## src/rtl/execute_muldiv.sv

```systemverilog
`default_nettype none
// ============================================================================
// Module      : execute_muldiv
// Description : Handshaked execute stage. It selects the operands, runs the
//               XLEN-wide base ALU, resolves branches and jumps, and executes
//               RV32M/RV64M multiply/divide one radix-2 step per cycle.
//               It holds one op at a time. Results are registered and offered
//               through a valid/ready handshake. flush kills the op in flight.
// Revision    : 1.0  initial release
// ----------------------------------------------------------------------------
// Parameters
//   XLEN        datapath width (32 or 64)
//   MULDIV_EN   1: M-extension ops executed, 0: M-ops retire in 1 cycle as 0
// Ports
//   clk          in   1     clock
//   rst          in   1     synchronous reset, active low
//   flush        in   1     kill op in flight, ignore same-cycle in_valid
//   in_valid     in   1     decode presents an op
//   in_ready     out  1     stage can accept an op this cycle
//   pc           in   XLEN  PC of incoming op
//   alucode      in   6     ALU operation code
//   aluop1_type  in   2     op1 source (none/reg/imm/pc)
//   aluop2_type  in   2     op2 source (none/reg/imm/pc)
//   rs1, rs2     in   XLEN  register operands
//   imm          in   XLEN  sign-extended immediate
//   out_valid    out  1     result registers hold a completed op
//   out_ready    in   1     downstream consumes the result
//   alu_result   out  XLEN  ALU / mul / div result
//   pc_next      out  XLEN  next PC of completed op
//   br_taken     out  1     branch/jump taken for completed op
//   busy         out  1     multi-cycle op in progress
// ============================================================================
module execute_muldiv #(
    parameter int XLEN      = 32,
    parameter int MULDIV_EN = 1
) (
    input  logic            clk,
    input  logic            rst,
    input  logic            flush,
    input  logic            in_valid,
    output logic            in_ready,
    input  logic [XLEN-1:0] pc,
    input  logic [5:0]      alucode,
    input  logic [1:0]      aluop1_type,
    input  logic [1:0]      aluop2_type,
    input  logic [XLEN-1:0] rs1,
    input  logic [XLEN-1:0] rs2,
    input  logic [XLEN-1:0] imm,
    output logic            out_valid,
    input  logic            out_ready,
    output logic [XLEN-1:0] alu_result,
    output logic [XLEN-1:0] pc_next,
    output logic            br_taken,
    output logic            busy
);

    // Operand source codes
    localparam logic [1:0] c_op_reg = 2'd1;
    localparam logic [1:0] c_op_imm = 2'd2;
    localparam logic [1:0] c_op_pc  = 2'd3;

    // ALU operation codes
    localparam logic [5:0] c_alu_lui    = 6'd0;
    localparam logic [5:0] c_alu_jal    = 6'd1;
    localparam logic [5:0] c_alu_jalr   = 6'd2;
    localparam logic [5:0] c_alu_beq    = 6'd3;
    localparam logic [5:0] c_alu_bne    = 6'd4;
    localparam logic [5:0] c_alu_blt    = 6'd5;
    localparam logic [5:0] c_alu_bge    = 6'd6;
    localparam logic [5:0] c_alu_bltu   = 6'd7;
    localparam logic [5:0] c_alu_bgeu   = 6'd8;
    localparam logic [5:0] c_alu_lb     = 6'd9;
    localparam logic [5:0] c_alu_lh     = 6'd10;
    localparam logic [5:0] c_alu_lw     = 6'd11;
    localparam logic [5:0] c_alu_lbu    = 6'd12;
    localparam logic [5:0] c_alu_lhu    = 6'd13;
    localparam logic [5:0] c_alu_sb     = 6'd14;
    localparam logic [5:0] c_alu_sh     = 6'd15;
    localparam logic [5:0] c_alu_sw     = 6'd16;
    localparam logic [5:0] c_alu_add    = 6'd17;
    localparam logic [5:0] c_alu_sub    = 6'd18;
    localparam logic [5:0] c_alu_slt    = 6'd19;
    localparam logic [5:0] c_alu_sltu   = 6'd20;
    localparam logic [5:0] c_alu_xor    = 6'd21;
    localparam logic [5:0] c_alu_or     = 6'd22;
    localparam logic [5:0] c_alu_and    = 6'd23;
    localparam logic [5:0] c_alu_sll    = 6'd24;
    localparam logic [5:0] c_alu_srl    = 6'd25;
    localparam logic [5:0] c_alu_sra    = 6'd26;
    localparam logic [5:0] c_alu_mul    = 6'd27;
    localparam logic [5:0] c_alu_mulh   = 6'd28;
    localparam logic [5:0] c_alu_mulhsu = 6'd29;
    localparam logic [5:0] c_alu_mulhu  = 6'd30;
    localparam logic [5:0] c_alu_div    = 6'd31;
    localparam logic [5:0] c_alu_divu   = 6'd32;
    localparam logic [5:0] c_alu_rem    = 6'd33;
    localparam logic [5:0] c_alu_remu   = 6'd34;

    // FSM encoding
    localparam logic [1:0] c_st_idle = 2'd0;
    localparam logic [1:0] c_st_busy = 2'd1;
    localparam logic [1:0] c_st_done = 2'd2;

    localparam int c_shw  = $clog2(XLEN);
    localparam int c_cntw = $clog2(XLEN + 1);
    localparam logic [c_cntw-1:0] c_cnt_load = c_cntw'(XLEN);
    localparam logic [c_cntw-1:0] c_cnt_one  = c_cntw'(1);
    localparam logic [XLEN-1:0]   c_four     = {{(XLEN-3){1'b0}}, 3'b100};
    localparam logic [XLEN-1:0]   c_one      = {{(XLEN-1){1'b0}}, 1'b1};

    // ------------------------------------------------------------------
    // Declarations
    // ------------------------------------------------------------------
    logic [1:0]        r_state;
    logic [1:0]        w_state_nxt;
    logic [c_cntw-1:0] r_cnt;
    logic [XLEN-1:0]   r_alu_result;
    logic [XLEN-1:0]   r_pc_next;
    logic              r_br_taken;

    // Shared mul/div working registers: hi = partial product / remainder,
    // lo = multiplier / dividend-quotient, b = multiplicand / divisor.
    logic [XLEN-1:0]   r_hi;
    logic [XLEN-1:0]   r_lo;
    logic [XLEN-1:0]   r_b;
    logic              r_neg;
    logic              r_is_div;
    logic              r_sel_hi;

    logic              w_md_en;
    logic              w_accept;
    logic [XLEN-1:0]   w_op1;
    logic [XLEN-1:0]   w_op2;
    logic [c_shw-1:0]  w_sh;
    logic [XLEN-1:0]   w_sum;
    logic [XLEN-1:0]   w_pc_plus4;
    logic [XLEN-1:0]   w_jalr_sum;
    logic              w_lt_s;
    logic              w_lt_u;
    logic [XLEN-1:0]   w_alu_res;
    logic              w_taken;
    logic [XLEN-1:0]   w_pc_nxt_calc;

    logic              w_is_mop;
    logic              w_md_start;
    logic              w_md_div;
    logic              w_a_signed;
    logic              w_b_signed;
    logic              w_sel_hi;
    logic              w_a_neg;
    logic              w_b_neg;
    logic              w_b_zero;
    logic [XLEN-1:0]   w_a_mag;
    logic [XLEN-1:0]   w_b_mag;
    logic              w_neg_start;

    logic [XLEN:0]     w_mul_sum;
    logic [XLEN:0]     w_div_sh;
    logic [XLEN:0]     w_div_trial;
    logic              w_div_ge;
    logic [XLEN-1:0]   w_step_hi;
    logic [XLEN-1:0]   w_step_lo;
    logic [2*XLEN-1:0] w_prod;
    logic [2*XLEN-1:0] w_prod_fix;
    logic [XLEN-1:0]   w_div_sel;
    logic [XLEN-1:0]   w_div_fix;
    logic [XLEN-1:0]   w_md_result;

    generate
        if (MULDIV_EN != 0) begin : g_muldiv_on
            assign w_md_en = 1'b1;
        end else begin : g_muldiv_off
            assign w_md_en = 1'b0;
        end
    endgenerate

    // ------------------------------------------------------------------
    // Operand select: unknown source codes give 0, never a stale value
    // ------------------------------------------------------------------
    always_comb begin
        w_op1 = '0;
        case (aluop1_type)
            c_op_reg: w_op1 = rs1;
            c_op_imm: w_op1 = imm;
            c_op_pc:  w_op1 = pc;
            default:  w_op1 = '0;
        endcase
    end

    always_comb begin
        w_op2 = '0;
        case (aluop2_type)
            c_op_reg: w_op2 = rs2;
            c_op_imm: w_op2 = imm;
            c_op_pc:  w_op2 = pc;
            default:  w_op2 = '0;
        endcase
    end

    // ------------------------------------------------------------------
    // Base ALU and branch resolution
    // ------------------------------------------------------------------
    assign w_sh       = w_op2[c_shw-1:0];
    assign w_sum      = w_op1 + w_op2;
    assign w_pc_plus4 = pc + c_four;
    assign w_jalr_sum = rs1 + imm;
    assign w_lt_s     = $signed(w_op1) < $signed(w_op2);
    assign w_lt_u     = w_op1 < w_op2;

    always_comb begin
        w_alu_res = '0;
        w_taken   = 1'b0;
        case (alucode)
            c_alu_lui:  w_alu_res = w_op2;
            c_alu_jal,
            c_alu_jalr: begin
                w_alu_res = w_pc_plus4;
                w_taken   = 1'b1;
            end
            c_alu_beq:  w_taken = (w_op1 == w_op2);
            c_alu_bne:  w_taken = (w_op1 != w_op2);
            c_alu_blt:  w_taken = w_lt_s;
            c_alu_bge:  w_taken = ~w_lt_s;
            c_alu_bltu: w_taken = w_lt_u;
            c_alu_bgeu: w_taken = ~w_lt_u;
            c_alu_lb, c_alu_lh, c_alu_lw, c_alu_lbu, c_alu_lhu,
            c_alu_sb, c_alu_sh, c_alu_sw,
            c_alu_add:  w_alu_res = w_sum;
            c_alu_sub:  w_alu_res = w_op1 - w_op2;
            c_alu_slt:  w_alu_res = {{(XLEN-1){1'b0}}, w_lt_s};
            c_alu_sltu: w_alu_res = {{(XLEN-1){1'b0}}, w_lt_u};
            c_alu_xor:  w_alu_res = w_op1 ^ w_op2;
            c_alu_or:   w_alu_res = w_op1 | w_op2;
            c_alu_and:  w_alu_res = w_op1 & w_op2;
            c_alu_sll:  w_alu_res = w_op1 << w_sh;
            c_alu_srl:  w_alu_res = w_op1 >> w_sh;
            c_alu_sra:  w_alu_res = $unsigned($signed(w_op1) >>> w_sh);
            default: ;
        endcase
    end

    always_comb begin
        w_pc_nxt_calc = w_pc_plus4;
        if (w_taken) begin
            if (alucode == c_alu_jalr) begin
                w_pc_nxt_calc = w_jalr_sum & ~c_one;
            end else begin
                w_pc_nxt_calc = pc + imm;
            end
        end
    end

    // ------------------------------------------------------------------
    // M-op decode and magnitude preparation
    // ------------------------------------------------------------------
    assign w_is_mop   = (alucode >= c_alu_mul) && (alucode <= c_alu_remu);
    assign w_md_start = w_is_mop & w_md_en;
    assign w_md_div   = (alucode >= c_alu_div);
    assign w_a_signed = (alucode == c_alu_mul) || (alucode == c_alu_mulh) ||
                        (alucode == c_alu_mulhsu) || (alucode == c_alu_div) ||
                        (alucode == c_alu_rem);
    assign w_b_signed = (alucode == c_alu_mul) || (alucode == c_alu_mulh) ||
                        (alucode == c_alu_div) || (alucode == c_alu_rem);
    assign w_sel_hi   = (alucode == c_alu_mulh) || (alucode == c_alu_mulhsu) ||
                        (alucode == c_alu_mulhu) || (alucode == c_alu_rem) ||
                        (alucode == c_alu_remu);

    assign w_a_neg  = w_a_signed & w_op1[XLEN-1];
    assign w_b_neg  = w_b_signed & w_op2[XLEN-1];
    assign w_a_mag  = w_a_neg ? -w_op1 : w_op1;
    assign w_b_mag  = w_b_neg ? -w_op2 : w_op2;
    assign w_b_zero = (w_op2 == '0);

    // The magnitude divider naturally yields all ones / dividend on a zero
    // divisor; the quotient sign flip is suppressed so DIV x/0 stays all ones.
    always_comb begin
        w_neg_start = w_a_neg ^ w_b_neg;
        if (w_md_div) begin
            if (w_sel_hi) begin
                w_neg_start = w_a_neg;
            end else begin
                w_neg_start = (w_a_neg ^ w_b_neg) & ~w_b_zero;
            end
        end
    end

    // ------------------------------------------------------------------
    // One radix-2 step: shift-add multiply or restoring divide
    // ------------------------------------------------------------------
    assign w_mul_sum   = {1'b0, r_hi} + (r_lo[0] ? {1'b0, r_b} : {(XLEN+1){1'b0}});
    assign w_div_sh    = {r_hi, r_lo[XLEN-1]};
    assign w_div_trial = w_div_sh - {1'b0, r_b};
    assign w_div_ge    = ~w_div_trial[XLEN];

    always_comb begin
        w_step_hi = w_mul_sum[XLEN:1];
        w_step_lo = {w_mul_sum[0], r_lo[XLEN-1:1]};
        if (r_is_div) begin
            w_step_hi = w_div_ge ? w_div_trial[XLEN-1:0] : w_div_sh[XLEN-1:0];
            w_step_lo = {r_lo[XLEN-2:0], w_div_ge};
        end
    end

    // Sign fix-up applied on the final step
    assign w_prod      = {w_step_hi, w_step_lo};
    assign w_prod_fix  = r_neg ? -w_prod : w_prod;
    assign w_div_sel   = r_sel_hi ? w_step_hi : w_step_lo;
    assign w_div_fix   = r_neg ? -w_div_sel : w_div_sel;
    assign w_md_result = r_is_div ? w_div_fix :
                         (r_sel_hi ? w_prod_fix[2*XLEN-1:XLEN] : w_prod_fix[XLEN-1:0]);

    // ------------------------------------------------------------------
    // Control FSM
    // ------------------------------------------------------------------
    always_comb begin
        w_state_nxt = r_state;
        in_ready    = (r_state == c_st_idle) || ((r_state == c_st_done) && out_ready);
        w_accept    = in_valid & in_ready & ~flush;
        if (flush) begin
            w_state_nxt = c_st_idle;
        end else begin
            case (r_state)
                c_st_idle: begin
                    if (w_accept) begin
                        w_state_nxt = w_md_start ? c_st_busy : c_st_done;
                    end
                end
                c_st_busy: begin
                    if (r_cnt == c_cnt_one) begin
                        w_state_nxt = c_st_done;
                    end
                end
                c_st_done: begin
                    if (w_accept) begin
                        w_state_nxt = w_md_start ? c_st_busy : c_st_done;
                    end else if (out_ready) begin
                        w_state_nxt = c_st_idle;
                    end
                end
                default: w_state_nxt = c_st_idle;
            endcase
        end
    end

    always_ff @(posedge clk) begin
        if (!rst) begin
            r_state      <= c_st_idle;
            r_cnt        <= '0;
            r_alu_result <= '0;
            r_pc_next    <= '0;
            r_br_taken   <= 1'b0;
            r_hi         <= '0;
            r_lo         <= '0;
            r_b          <= '0;
            r_neg        <= 1'b0;
            r_is_div     <= 1'b0;
            r_sel_hi     <= 1'b0;
        end else begin
            r_state <= w_state_nxt;
            if (flush) begin
                r_cnt <= '0;
            end else if (w_accept) begin
                // M-ops never take a branch, so taken/pc_next are final here
                r_pc_next  <= w_pc_nxt_calc;
                r_br_taken <= w_taken;
                if (w_md_start) begin
                    r_cnt    <= c_cnt_load;
                    r_hi     <= '0;
                    r_lo     <= w_md_div ? w_a_mag : w_b_mag;
                    r_b      <= w_md_div ? w_b_mag : w_a_mag;
                    r_neg    <= w_neg_start;
                    r_is_div <= w_md_div;
                    r_sel_hi <= w_sel_hi;
                end else begin
                    r_alu_result <= w_alu_res;
                end
            end else if (r_state == c_st_busy) begin
                r_hi  <= w_step_hi;
                r_lo  <= w_step_lo;
                r_cnt <= r_cnt - c_cnt_one;
                if (r_cnt == c_cnt_one) begin
                    r_alu_result <= w_md_result;
                end
            end
        end
    end

    assign out_valid  = (r_state == c_st_done);
    assign busy       = (r_state == c_st_busy);
    assign alu_result = r_alu_result;
    assign pc_next    = r_pc_next;
    assign br_taken   = r_br_taken;

endmodule
`default_nettype wire

```

## config.mk

```make
export PLATFORM = sky130hd
export DESIGN_NAME = execute_muldiv
export DESIGN_NICKNAME = d
export VERILOG_FILES = /design/src/rtl/execute_muldiv.sv
export SDC_FILE = /design/constraint.sdc
export NUM_CORES = 2
export LEC_CHECK = 0
export CAP_MARGIN = 15
export CORE_UTILIZATION = 60
export DETAILED_ROUTE_END_ITERATION = 12
export HOLD_SLACK_MARGIN = 0.08
export PLACE_DENSITY = 0.83
export SLEW_MARGIN = 5
export SYNTH_ARGS = -nofsm -noshare
export SYNTH_HDL_FRONTEND = slang
export SYNTH_SLANG_ARGS = --single-unit
```

## constraint.sdc

```tcl
create_clock -name clk -period 13.6 [get_ports clk]
set_input_delay 2.72 -clock clk [delete_from_list [all_inputs] [get_ports clk]]
set_output_delay 2.72 -clock clk [all_outputs]
set_load 0.02 [all_outputs]
```

==> metrics.yaml <==
status:
  outcome: "completed"
logic_synthesis:
  yosysTopAreaCellShare_pct: 11.0
  synth-async-reset-ratio_pct: 0
  avgSynthCellArea_um2: 6.69
  synthFlopType: "dfxtp_1"
  yosysUniqueCellTypes: 89
  synth.cell_area_um2: 31200
  syn_inst: 4670
  synth_nets: 5047
  ys_seq_area_share_pct: 11.0
  synth_edf_count: 0
  yosys.area.top_type: "dfxtp_1"
  yosys_register_bits: 172
  synthTopCellsByArea: "dfxtp_1 (11%), ha_1 (9.1%), a21oi_1 (7.8%), nor2_1 (6.6%), nand2_1 (5.1%)"
  yosysWarnings: 0
power:
  ir_drop_mv: 0.101
  power.leakage_uw: 0.0136
  pwr-share-comb_pct: 55.9
  swShare_pct: 49.6
  internal_power_uw: 1230
  powerDensity_nw_per_um2: 70.9
  p_clk_share_pct: 22.0
  p_seq_share_pct: 22.1
  p_sw_uw: 1210
routing:
  num_vias: 40214
  routedWlPerCell_um: 29.1
  ant_nets: 0
  route.detailed.drc: 0
  first_iter_violations: 6636
  via_per_inst: 7.51
  first_pass_iters: 12
  routed_wirelength_um: 156000
finish:
  final_nets: 5035
  final_cell_mix: "nor2_1 (547), a21oi_1 (483), nand2_1 (424), o21ai_0 (316), ha_1 (228)"
  area_delta_synth_final_pct: 9.86
  seqCellArea_um2: 3450
  drive_above_1_share_pct: 6.40
  nFillCells: 4616
  multi_input_area_um2: 25900
  final_util_pct: 66.8
  final_area_um2: 34300
  instances_no_fill: 5356
  final_common_cell: "nor2_1"
setup_path:
  worstSetupPathType: "in -> reg"
  cp.required_ns: 14.04
  crit_path_end_kind: "flop"
  crit_arrival_ns: 9.51
  cp-start-kind: "primary input"
  path_max_fanout: 60
timing:
  hold_viol_final: 0
  slew_viol_final: 0
  finalSetupViolCount: 0
  rsz0062_at_grt: "false"
  period_needed_ns: 9.06
  fin_skew_ns: 0.0260
  tns_ns: 0
  maxSlewHeadroom_pct: 19.8
  tightest_slew_ns: 1.20
  fmax_ghz: 0.110
  min_period_over_period_pct: 66.6
global_route:
  grt_max_degree: 86
  track_usage_pct: 57.0
  grt-ovfl-total: 0
  antenna_found_initial: 15
  grt_pass1_vias: 36974
  grt_pass1_wl_um: 230000
floorplanning:
  die_area_um2: 53000
  initial_core_util_pct: 60.8
  io_pins: 211
  die_w_um: 230
  core_um2: 51400
  row_count: 83
  die_h_um: 230
clocking:
  postCtsSetupBuffers: 0
  clk_pin_slew_ns: 0.08
  cts_tree: "built"
  h-tree-depth: 4
  ctsHoldBuffers: 0
  cts_resized: 0
  clkSinkCount: 172
  clk_path_buf_depth: 2
  cts_root_buffer: "clkbuf_16"
  clkLatencyLatePin_ns: 0.52
  cts_buffers: 17
place:
  dp_cells: 5316
  placed_cell_area_um2: 33700
  dp_hpwl_um: 119000
  routabilityCongestion: 1.17
  io_buffers: 210
hold_path:
  hold_class: "reg -> reg"
job:
  maxCapViolCount: 0
power by group through the flow:
stage                     logic [uW]  clock network (uW)  registers, uW
final                           1360                 535            538
after detailed placement        1260                   0            547
after floorplan                  823                   0            549
after CTS                       1270                 529            535
after global placement          1260                   0            547
after global routing            1410                 547            539
area by class of cell:
| class | instances | share of cell area, % |
|---|---|---|
| Antenna cell | 5 | 0.0365 |
| Clock buffer | 18 | 1.28 |
| Clock inverter | 14 | 0.441 |
| Inverter | 187 | 2.05 |
| Multi-Input combinational cell | 3979 | 75.5 |
| Sequential cell | 172 | 10.1 |
| Tap cell | 680 | 2.48 |
| Timing Repair Buffer | 301 | 8.11 |
final timing paths:
check                            from                    endpoint  slack [ns]  cells past startpoint
max                    aluop1_type[1]     pc_next[4]$_SDFFE_PN0P_        4.54                     20
min          pc_next[18]$_SDFFE_PN0P_    pc_next[18]$_SDFFE_PN0P_        0.47                      2
min reg2reg  pc_next[18]$_SDFFE_PN0P_    pc_next[18]$_SDFFE_PN0P_        0.47                      2
max reg2reg     r_lo[31]$_SDFFE_PN0P_  alu_result[8]$_SDFFE_PN0P_        5.49                     23
registers in the layout, indices dropped and copies added (netlist names):
name and cells:
alu_result 32, br_taken 1, pc_next 32, r_b 32
r_cnt 6, r_hi 32, r_is_div 1, r_lo 32
r_neg 1, r_sel_hi 1, r_state 2
layer usage:
layer	global-route usage, %	part of all wire (%)	wire (um)	up-vias
li1	-	-	-	17334
met5	0	0.081	126	-
met2	84.4	41	63200	3496
met1	62.2	33	51900	18265
met3	22.0	15	22700	1103
met4	53.6	12	18200	16
through the flow:
step | worst slack (ns) | hold WS [ns] | power, uW
final | 4.54 | 0.474 | 2430
after floorplan | 5.01 | 0.440 | 1370
after global routing | 4.39 | 0.490 | 2500
after CTS | 4.92 | 0.473 | 2330
after global placement | 4.53 | 0.445 | 1810
after detailed placement | 4.44 | 0.461 | 1810
logic make-up after synthesis:
kind of cell | count (synthesis) | synth area share [%]
AOI/OAI and AO/OA | 1742 | 36.6
and+or+nand+nor | 1551 | 22.7
adders and majority gates | 234 | 9.52
DFF | 172 | 11.0
xor gates and xnor gates | 242 | 6.78
muxes | 210 | 7.14
buffers and inverters | 519 | 6.30
worst max-delay path, cell delays in order:
cell,delay (ns)
clkdlybuf4s50_1,0.48
buf_4,0.37
nor2b_2,0.17
buf_4,0.27
a22oi_1,0.59
inv_1,0.32
ha_1,0.57
nand4b_1,0.18
nor3_1,0.56
o2111ai_1,0.32
o2bb2ai_1,0.34
o211ai_1,0.69
o22ai_1,0.14
a221o_1,0.33
a22oi_2,0.12
buf_4,0.57
a311oi_1,0.11
a211oi_1,0.28
a21oi_1,0.09
nor2_1,0.14
cell usage after synthesis (31+ instances only):
cell / n
o22ai_1: 53
inv_1: 179
nor2_1: 551
xor2_1: 83
nor3_1: 107
ha_1: 228
o31ai_1: 34
nand2_1: 426
mux2_2: 102
a21oi_1: 486
buf_1: 31
mux2i_1: 108
o21bai_1: 37
a21o_1: 77
nand4_1: 39
nor4_1: 32
dfxtp_1: 172
nand2b_1: 41
o211ai_1: 108
and3_1: 39
nor2b_1: 31
xnor2_1: 159
o21ai_0: 317
a22o_1: 40
nand3_1: 116
a31oi_1: 70
and2_1: 58
or3_1: 46
a211oi_1: 137
clkbuf_1: 291
a22oi_1: 70
Note: power is estimated with default switching activity, not from simulation.
